--- config.mk ---
export PLATFORM = sky130hd
export DESIGN_NAME = multiword_add_sub_seq
export DESIGN_NICKNAME = d
export VERILOG_FILES = /design/src/rtl/multiword_add_sub_seq_pkg.sv /design/src/rtl/multiword_add_sub_seq_rca.sv /design/src/rtl/multiword_add_sub_seq.sv
export SDC_FILE = /design/constraint.sdc
export NUM_CORES = 1
export LEC_CHECK = 0
export ABC_CLOCK_PERIOD_IN_PS = 2150
export CAP_MARGIN = 15
export CORE_ASPECT_RATIO = 0.8
export CORE_MARGIN = 10
export CORE_UTILIZATION = 40
export CTS_BUF_LIST = sky130_fd_sc_hd__clkbuf_8
export DETAILED_ROUTE_END_ITERATION = 8
export PLACE_DENSITY = 0.73
export SETUP_SLACK_MARGIN = 0.05
export SLEW_MARGIN = 20
export SYNTH_ARGS = -nofsm -noshare
export SYNTH_HDL_FRONTEND = slang
export SYNTH_HIERARCHICAL = 1
export SYNTH_SLANG_ARGS = --single-unit
--- constraint.sdc ---
create_clock -name CLK -period 2.15 [get_ports CLK]
set_input_delay 0.3225 -clock CLK [delete_from_list [all_inputs] [get_ports CLK]]
set_output_delay 0.3225 -clock CLK [all_outputs]
set_load 0.1 [all_outputs]
--- src/rtl/multiword_add_sub_seq_pkg.sv ---
// Shared types and constants for the sequential multi-word adder/subtractor.
//   state_t   : control FSM encoding (IDLE / RUN / DONE)
//   idx_width : slice index width, $clog2(num_words), never narrower than one bit
package multiword_add_sub_seq_pkg;

   localparam int unsigned DEF_DATA_WIDTH = 4;
   localparam int unsigned DEF_NUM_WORDS  = 4;

   typedef enum logic [1:0] {
      ST_IDLE = 2'd0,
      ST_RUN  = 2'd1,
      ST_DONE = 2'd2
   } state_t;

   function automatic int unsigned idx_width(input int unsigned num_words);
      return (num_words > 1) ? $clog2(num_words) : 1;
   endfunction

endpackage

--- src/rtl/multiword_add_sub_seq_rca.sv ---
// Purely combinational ripple-carry adder used as the per-slice datapath.
// Ports:
//   i_a, i_b [DATA_WIDTH] : addends
//   i_c0                  : carry in
//   o_s   [DATA_WIDTH]    : sum
//   o_cf                  : carry out of the MSB
//   o_of                  : signed overflow (carry into MSB xor carry out)
module ripple_carry_adder #(
   parameter int unsigned DATA_WIDTH = 4
) (
   input  logic [DATA_WIDTH-1:0] i_a,
   input  logic [DATA_WIDTH-1:0] i_b,
   input  logic                  i_c0,
   output logic [DATA_WIDTH-1:0] o_s,
   output logic                  o_cf,
   output logic                  o_of
);

   logic [DATA_WIDTH:0] w_c;

   assign w_c[0] = i_c0;

   // One full adder per bit, carry rippling upward.
   for (genvar g = 0; g < DATA_WIDTH; g++) begin : g_fa
      assign o_s[g]     = i_a[g] ^ i_b[g] ^ w_c[g];
      assign w_c[g + 1] = (i_a[g] & i_b[g]) | (i_a[g] & w_c[g]) | (i_b[g] & w_c[g]);
   end

   assign o_cf = w_c[DATA_WIDTH];
   assign o_of = w_c[DATA_WIDTH] ^ w_c[DATA_WIDTH - 1];

endmodule

--- src/rtl/multiword_add_sub_seq.sv ---
// Sequential multi-precision adder/subtractor. Operands of W = NUM_WORDS*DATA_WIDTH
// bits are fed one slice per cycle (LS first) through a ripple_carry_adder, with the
// slice carry registered back into the next slice's carry-in.
// Ports:
//   CLK, RST (async, active-high)
//   IN_VALID / IN_READY  : operand handshake (A, B, SUB; SUB=1 computes A-B)
//   OUT_VALID / OUT_READY: result handshake (S, CF, OF)
//   ZF                   : final S == 0, present only with ADDSUB_ZERO_FLAG_EN defined
module multiword_add_sub_seq
   import multiword_add_sub_seq_pkg::*;
#(
   parameter int unsigned DATA_WIDTH = DEF_DATA_WIDTH,
   parameter int unsigned NUM_WORDS  = DEF_NUM_WORDS
) (
   input  logic                            CLK,
   input  logic                            RST,
   input  logic                            IN_VALID,
   output logic                            IN_READY,
   input  logic [NUM_WORDS*DATA_WIDTH-1:0] A,
   input  logic [NUM_WORDS*DATA_WIDTH-1:0] B,
   input  logic                            SUB,
   output logic                            OUT_VALID,
   input  logic                            OUT_READY,
   output logic [NUM_WORDS*DATA_WIDTH-1:0] S,
   output logic                            CF,
   output logic                            OF
`ifdef ADDSUB_ZERO_FLAG_EN
   ,output logic                           ZF
`endif
);

   localparam int unsigned W     = NUM_WORDS * DATA_WIDTH;
   localparam int unsigned IDX_W = idx_width(NUM_WORDS);

   state_t                r_state;
   state_t                w_next_state;
   logic [W-1:0]          r_a;
   logic [W-1:0]          r_b;
   logic                  r_carry;
   logic [IDX_W-1:0]      r_idx;
   logic [W-1:0]          r_s;
   logic                  r_cf;
   logic                  r_of;

   logic                  w_in_ready;
   logic                  w_accept;
   logic                  w_step;
   logic                  w_last;
   logic [DATA_WIDTH-1:0] w_sum;
   logic                  w_cf;
   logic                  w_of;

   // Operand registers shift right each step, so the active slice is always the LS one.
   ripple_carry_adder #(
      .DATA_WIDTH (DATA_WIDTH)
   ) u_rca (
      .i_a  (r_a[DATA_WIDTH-1:0]),
      .i_b  (r_b[DATA_WIDTH-1:0]),
      .i_c0 (r_carry),
      .o_s  (w_sum),
      .o_cf (w_cf),
      .o_of (w_of)
   );

   assign w_last = (r_idx == IDX_W'(NUM_WORDS - 1));

   // Next-state and handshake decode; DONE with OUT_READY reopens the input port.
   always_comb begin
      w_next_state = r_state;
      w_in_ready   = 1'b0;
      w_step       = 1'b0;
      case (r_state)
         ST_IDLE: begin
            w_in_ready = 1'b1;
            if (IN_VALID) w_next_state = ST_RUN;
         end
         ST_RUN: begin
            w_step = 1'b1;
            if (w_last) w_next_state = ST_DONE;
         end
         ST_DONE: begin
            if (OUT_READY) begin
               w_in_ready   = 1'b1;
               w_next_state = IN_VALID ? ST_RUN : ST_IDLE;
            end
         end
         default: w_next_state = ST_IDLE;
      endcase
   end

   assign w_accept = IN_VALID & w_in_ready;

   // State register.
   always_ff @(posedge CLK or posedge RST) begin
      if (RST) r_state <= ST_IDLE;
      else     r_state <= w_next_state;
   end

   // Operand, carry and index datapath.
   always_ff @(posedge CLK or posedge RST) begin
      if (RST) begin
         r_a     <= '0;
         r_b     <= '0;
         r_carry <= 1'b0;
         r_idx   <= '0;
      end else if (w_accept) begin
         r_a     <= A;
         r_b     <= SUB ? ~B : B;
         r_carry <= SUB;
         r_idx   <= '0;
      end else if (w_step) begin
         r_a     <= r_a >> DATA_WIDTH;
         r_b     <= r_b >> DATA_WIDTH;
         r_carry <= w_cf;
         r_idx   <= w_last ? '0 : r_idx + IDX_W'(1);
      end
   end

   // Result register: only the slice addressed by r_idx changes in a step.
   always_ff @(posedge CLK or posedge RST) begin
      if (RST) begin
         r_s  <= '0;
         r_cf <= 1'b0;
         r_of <= 1'b0;
      end else if (w_step) begin
         for (int k = 0; k < NUM_WORDS; k++) begin
            if (r_idx == IDX_W'(k)) r_s[k*DATA_WIDTH +: DATA_WIDTH] <= w_sum;
         end
         if (w_last) begin
            r_cf <= w_cf;
            r_of <= w_of;
         end
      end
   end

`ifdef ADDSUB_ZERO_FLAG_EN
   logic r_zacc;
   logic r_zf;

   // Running AND of per-slice zero checks, published with CF/OF on the last slice.
   always_ff @(posedge CLK or posedge RST) begin
      if (RST) begin
         r_zacc <= 1'b0;
         r_zf   <= 1'b0;
      end else if (w_accept) begin
         r_zacc <= 1'b1;
      end else if (w_step) begin
         r_zacc <= r_zacc & (w_sum == '0);
         if (w_last) r_zf <= r_zacc & (w_sum == '0);
      end
   end

   assign ZF = r_zf;
`endif

   assign IN_READY  = w_in_ready;
   assign OUT_VALID = (r_state == ST_DONE);
   assign S         = r_s;
   assign CF        = r_cf;
   assign OF        = r_of;

endmodule
# Yosys cells after proc, flatten, opt, wreduce, memory -nomap -nowiden
# Index checks and enable logic that the tools add are counted.
# op_classes
n_eq_ne	8
mux	18
addsub	1
bitwise_logic	31
n_reduce_logical	8
# op_table
cell	count
16-bit 2-to-1 mux	5
16-bit NOT	1
1-bit AND	13
2-bit 2-to-1 mux	6
1-bit XOR	9
1-bit OR	8
2-bit AND reduction	4
2-bit == test, second input constant	3
2-bit one-hot mux with 3 select lines	1
1-bit 2-to-1 mux	5
2-bit by 1-bit == test with 1-bit output, second input constant	2
2-bit logical NOT	2
2-bit != test, second input constant	2
3-bit AND reduction	1
2-bit by 1-bit adder with 2-bit output, second input constant	1
2-bit by 1-bit != test with 1-bit output, second input constant	1
1-bit one-hot mux with 2 select lines	1
2-bit nonzero test	1
# totals
elab_cells	77
ff_bits	55

# Depth between registers and ports, before layout
# depth
depth_word	14
depth_mapped	10

# Modules after synthesis
# Netlist, hierarchy kept.
# modules_own_cells
mod	area_per_inst_um2	seq_area_each_um2	cells_per_inst	n_inst
multiword_add_sub_seq	2588.7	1376.3	229	1
ripple_carry_adder	126.4	0.0	15	1

# Worst setup path after synthesis
# No wires, ideal clock.
# synth_timing
path_type	flip-flop to output port
from	register r_state[1]
to	output IN_READY
path_stages_with_launch	4
path_slack_ns	-0.196
t_arrival_ns	2.023
n_path_buf	1
required_time_ns	1.827
path_cell_list	dfrtp_1 nand2b_1 buf_2 nor2b_1
# synth_via
elab_chain_cells	2
word_cells_on_any_way	3
cone_classes	eq/ne: 1; mux: 1; reduce/logical: 1
# synth_rtl
item	line	text
start: declaration	multiword_add_sub_seq.sv:35	state_t r_state;
start signal: assignment	multiword_add_sub_seq.sv:96	else r_state <= w_next_state;
2-bit == test / 2-bit logical NOT (equally long branches)	multiword_add_sub_seq.sv:72	case (r_state)
1-bit one-hot mux with 2 select lines (*)	multiword_add_sub_seq.sv:72	
end: declaration	multiword_add_sub_seq.sv:18	output logic IN_READY,
# Every way passes the cells marked *; elsewhere a longest branch is shown, timed or not.

# Final worst setup path
# layout_timing
from	register r_carry
to	register r_s[15], in the netlist S[15]
# layout_via
elab_chain_cells	10
word_cells_on_any_way	13
cone_classes	bitwise: 13
# layout_rtl
item	line	text
start: declaration	multiword_add_sub_seq.sv:39	logic r_carry;
start signal: assignment	multiword_add_sub_seq.sv:114	r_carry <= w_cf;
1-bit AND	multiword_add_sub_seq_rca.sv:26	assign w_c[g + 1] = (i_a[g] & i_b[g]) | (i_a[g] & w_c[g]) | (i_b[g] & w_c[g]);
1-bit OR	multiword_add_sub_seq_rca.sv:26	
1-bit OR (*)	multiword_add_sub_seq_rca.sv:26	
1-bit AND	multiword_add_sub_seq_rca.sv:26	
1-bit OR	multiword_add_sub_seq_rca.sv:26	
1-bit OR (*)	multiword_add_sub_seq_rca.sv:26	
1-bit AND	multiword_add_sub_seq_rca.sv:26	
1-bit OR	multiword_add_sub_seq_rca.sv:26	
1-bit OR (*)	multiword_add_sub_seq_rca.sv:26	
1-bit XOR (*)	multiword_add_sub_seq_rca.sv:25	assign o_s[g] = i_a[g] ^ i_b[g] ^ w_c[g];
via w_sum[3]	multiword_add_sub_seq.sv:49	logic [DATA_WIDTH-1:0] w_sum;
end signal: indexed assignment	multiword_add_sub_seq.sv:127	if (r_idx == IDX_W'(k)) r_s[k*DATA_WIDTH +: DATA_WIDTH] <= w_sum;
end: declaration	multiword_add_sub_seq.sv:41	logic [W-1:0] r_s;
# Mark *: on every way through the listed nets, which the timed path passes. The rest lies on a longest branch.
# A chain may end at the register's enable or synchronous reset.

==> summary.md <==
| Metric | Value |
|---|---|
| Lkg Pwr | 1.578 nW |
| Part of the power in combinational logic | between 60% and 70% |
| Synth warn | 6 |
| Worst slack at placement | -51.70 ps |
| GRT Overall Usage | 11.50% |
| Mean post-synth cell area | 11.13 um2 |
| PD cells | 1684 nW/um2 |
| Most common cell after layout, fill and taps aside | dfrtp_1 |
| N_diodes | 0 |
| Die footprint | 10,500 um2 |
| Final Critical Period | 2237 ps |
| Cell Rows | 26 |
| DP Wirelength | roughly 4.4 mm |
| Status | complete, but fails checks |
| Final instance area | 3466 um2 |
| Switching Power | approximately 0.003 W |
| CTS tree | built |
| Tcrit/Tclk final | 104.1% |
| Reg area | 1376 um2 |
| Filler Cell Count | 575 |
| TritonCTS Buffers | 5 |
| Global-route wire length before repair | 10.14 mm |
| Worst-path clk slew | 100 ps |
| Port bufs | 56 |
| Fin. max-slew vios | 0 |
| CP Capture Type | flop |
| Share of post-route cells with drive strength above 1 | 21.71% |
| Starting density of the core | about two fifths |
| Startpoint Class | flop |
| Seq cells post-synth | 55 |
| Vias in the first global route | 1,992 |
| Worst ir drop on vdd | 694.2 uV |
| Max-capacitance violation count | 0 |
| Worst slew margin | about two thirds |
| Area of the multi-input gates | about 1200 um2 |
| Setup CP Type | flop to flop |
| GPL Wtd Cong | 0.7725 |
| Unrepaired setup endpoints after global routing | yes |
| Maximum fanout along the worst path | 4 |
| Synth unique cells | 26 |
| Share of total power in sequential cells | 30.1% |
| Most frequent cells in the layout | 55 x dfrtp_1, 36 x clkdlybuf4s50_1, 29 x buf_4, 28 x nand3_1, 27 x o21ai_0 |
| Seq/Total Area, Yosys | 50.69% |
| Syn nets | 289 |
| DRC viols | 0 |
| Avg WL per Cell | around 15 um |
| Largest net degree at the start of global routing | 56 |
| Initial drt markers | 90 |
| Final hold vios | 0 |
| Initial antenna violation count | 0 |
| Core area | 6474 um2 |
| Worst EP required | 2340 ps |
| Int Pwr | 0.002876 W |
| Clock share of power | 9.6% |
| IO Pins | 57 |
| Count of nets after finishing | roughly 350 |
| Vias | 1,907 |
| Clock Tree Buf Depth | 2 |
| Cells after Synth | 244 |
| Routed Antenna Nets | 0 |
| Post-synth top flop | dfrtp_1 |
| Least-Margin Pin Slew | 480.7 ps |
| Remaining global-route overflow | 0 |
| Min-Delay Path Class | input pin to asynchronous set/reset pin |
| Overall power after layout | 0.005837 W |
| Clock sink count | 55 |
| Final Setup Violations | 5 |
| CP arrival | 2430 ps |
| Htree depth | 2 |
| Ys async rst share | 100.0% |
| Mapped Area | 2715 um2 |
| Layout area overhead | 27.65% |
| Fmax | 0.4469 GHz |
| Cell Area, Placed | 3359 um2 |
| Final worst setup slack | -87.45 ps |
| 1st-pass router iterations | 4 |
| Clk Latency, worst-skew pair | ~300 ps |
| Vias per cell | 4.915 |
| Total Wirelength | 5.917 mm |
| Violated checks | setup timing |
| Fin Clk Skew | ~9 ps |
| Post-synth EDFFs | 0 |
| Die X-Extent | 112.1 um |
| Clock root buffer | clkbuf_8 |
| Switch share | 50.72% |
| Die Height | between 90 and 100 um |
| CTS hold repair buffers | 0 |
## power by group through the flow
| stage | logic [W] | clock network [W] | registers, W |
|---|---|---|---|
| floorplan | 0.00154 | 0 | 0.00291 |
| global placement | 0.00343 | 0 | 0.00177 |
| detailed placement | 0.00351 | 0 | 0.00178 |
| CTS | 0.00354 | 0.000577 | 0.00176 |
| global route | 0.00379 | 0.000627 | 0.00182 |
| finish | 0.00352 | 0.000561 | 0.00176 |
## per-stage QoR
stage | util (%) | hold slack (ps) | setup TNS [ps] | cells
2_1_floorplan | - | 430.1 | 0 | 244
5_1_grt | 53.54 | 398.4 | -858.0 | 388
3_5_place_dp | 51.89 | 490.3 | -214.3 | 378
4_1_cts | 53.38 | 398.6 | -224.9 | 387
3_3_place_gp | 51.89 | 478.3 | -4.714 | 378
6_report | 53.54 | 386.6 | -351.1 | 388
## Yosys cell counts (6+ instances only)
library cell	n	area, um2
a221o_1	6	60.06
and2_1	7	43.79
buf_2	7	35.03
dfrtp_1	55	1376
inv_1	15	56.30
mux2_1	6	67.56
mux2_2	12	135.1
mux2i_1	19	190.2
nand2_1	15	56.30
nand3_1	28	140.1
o21ai_0	28	140.1
xor2_1	16	140.1
## metal layers
metal,share of wire [%],vias to the layer above,track usage [%]
met1,48,910,15.38
met4,0.49,0,2.532
met2,45,47,17.73
met3,6.0,4,3.768
li1,-,946,-
met5,0,-,0
## worst max-delay path, stage by stage (launching register included)
cell	delay (ps)
dfrtp_1	370
inv_2	50
fa_2	370
inv_2	60
fa_2	200
fa_2	220
inv_2	40
fa_2	520
inv_2	50
mux2_4	260
## worst paths after layout
check	startpoint	to	slack [ps]	cells past startpoint
max reg2reg	r_carry$_DFFE_PP0P_	S[15]$_DFFE_PP0P_	-90	9
min in group CLK	S[12]$_DFFE_PP0P_	S[12]$_DFFE_PP0P_	500	1
max in group asynchronous	RST	r_a[13]$_DFFE_PP0P_	1520	3
min reg2reg	S[12]$_DFFE_PP0P_	S[12]$_DFFE_PP0P_	500	1
min	RST	S[4]$_DFFE_PP0P_	390	3
max	r_carry$_DFFE_PP0P_	S[15]$_DFFE_PP0P_	-90	9
## kinds of logic (layout without fill, tap and decap cells)
| kind of cell | Yosys count | count (layout) | synth area share [%] |
|---|---|---|---|
| adders and majority gates | 8 | 8 | 4.793 |
| DFF | 55 | 55 | 50.69 |
| xor gates and xnor gates | 17 | 17 | 5.484 |
| AOI/OAI and AO/OA | 39 | 39 | 8.295 |
| buffers and inverters | 31 | 91 | 5.760 |
| muxes | 37 | 37 | 14.47 |
| and+or+nand+nor | 57 | 57 | 10.51 |
## area by class of cell
type	instances	area share [%]
Clock inverter	3	0.5776
Clock buffer	5	1.986
Inverter	15	1.625
Multi-Input combinational cell	158	34.66
Tap cell	84	3.033
Sequential cell	55	39.71
Timing Repair Buffer	68	18.41
## sequential cells by signal, indices dropped and copies added (netlist names)
name	cells
CF	1
OF	1
S	16
r_a	16
r_b	16
r_carry	1
r_idx	2
r_state	2
## what timing repair did
| item | in CTS | in global routing |
|---|---|---|
| gates resized for setup | 2 | 1 |
| buffers inserted | 1 | 1 |
| gates cloned | 0 | 0 |
| endpoints found under the setup margin | 7 | 7 |
(Power assumes the default switching activity.)
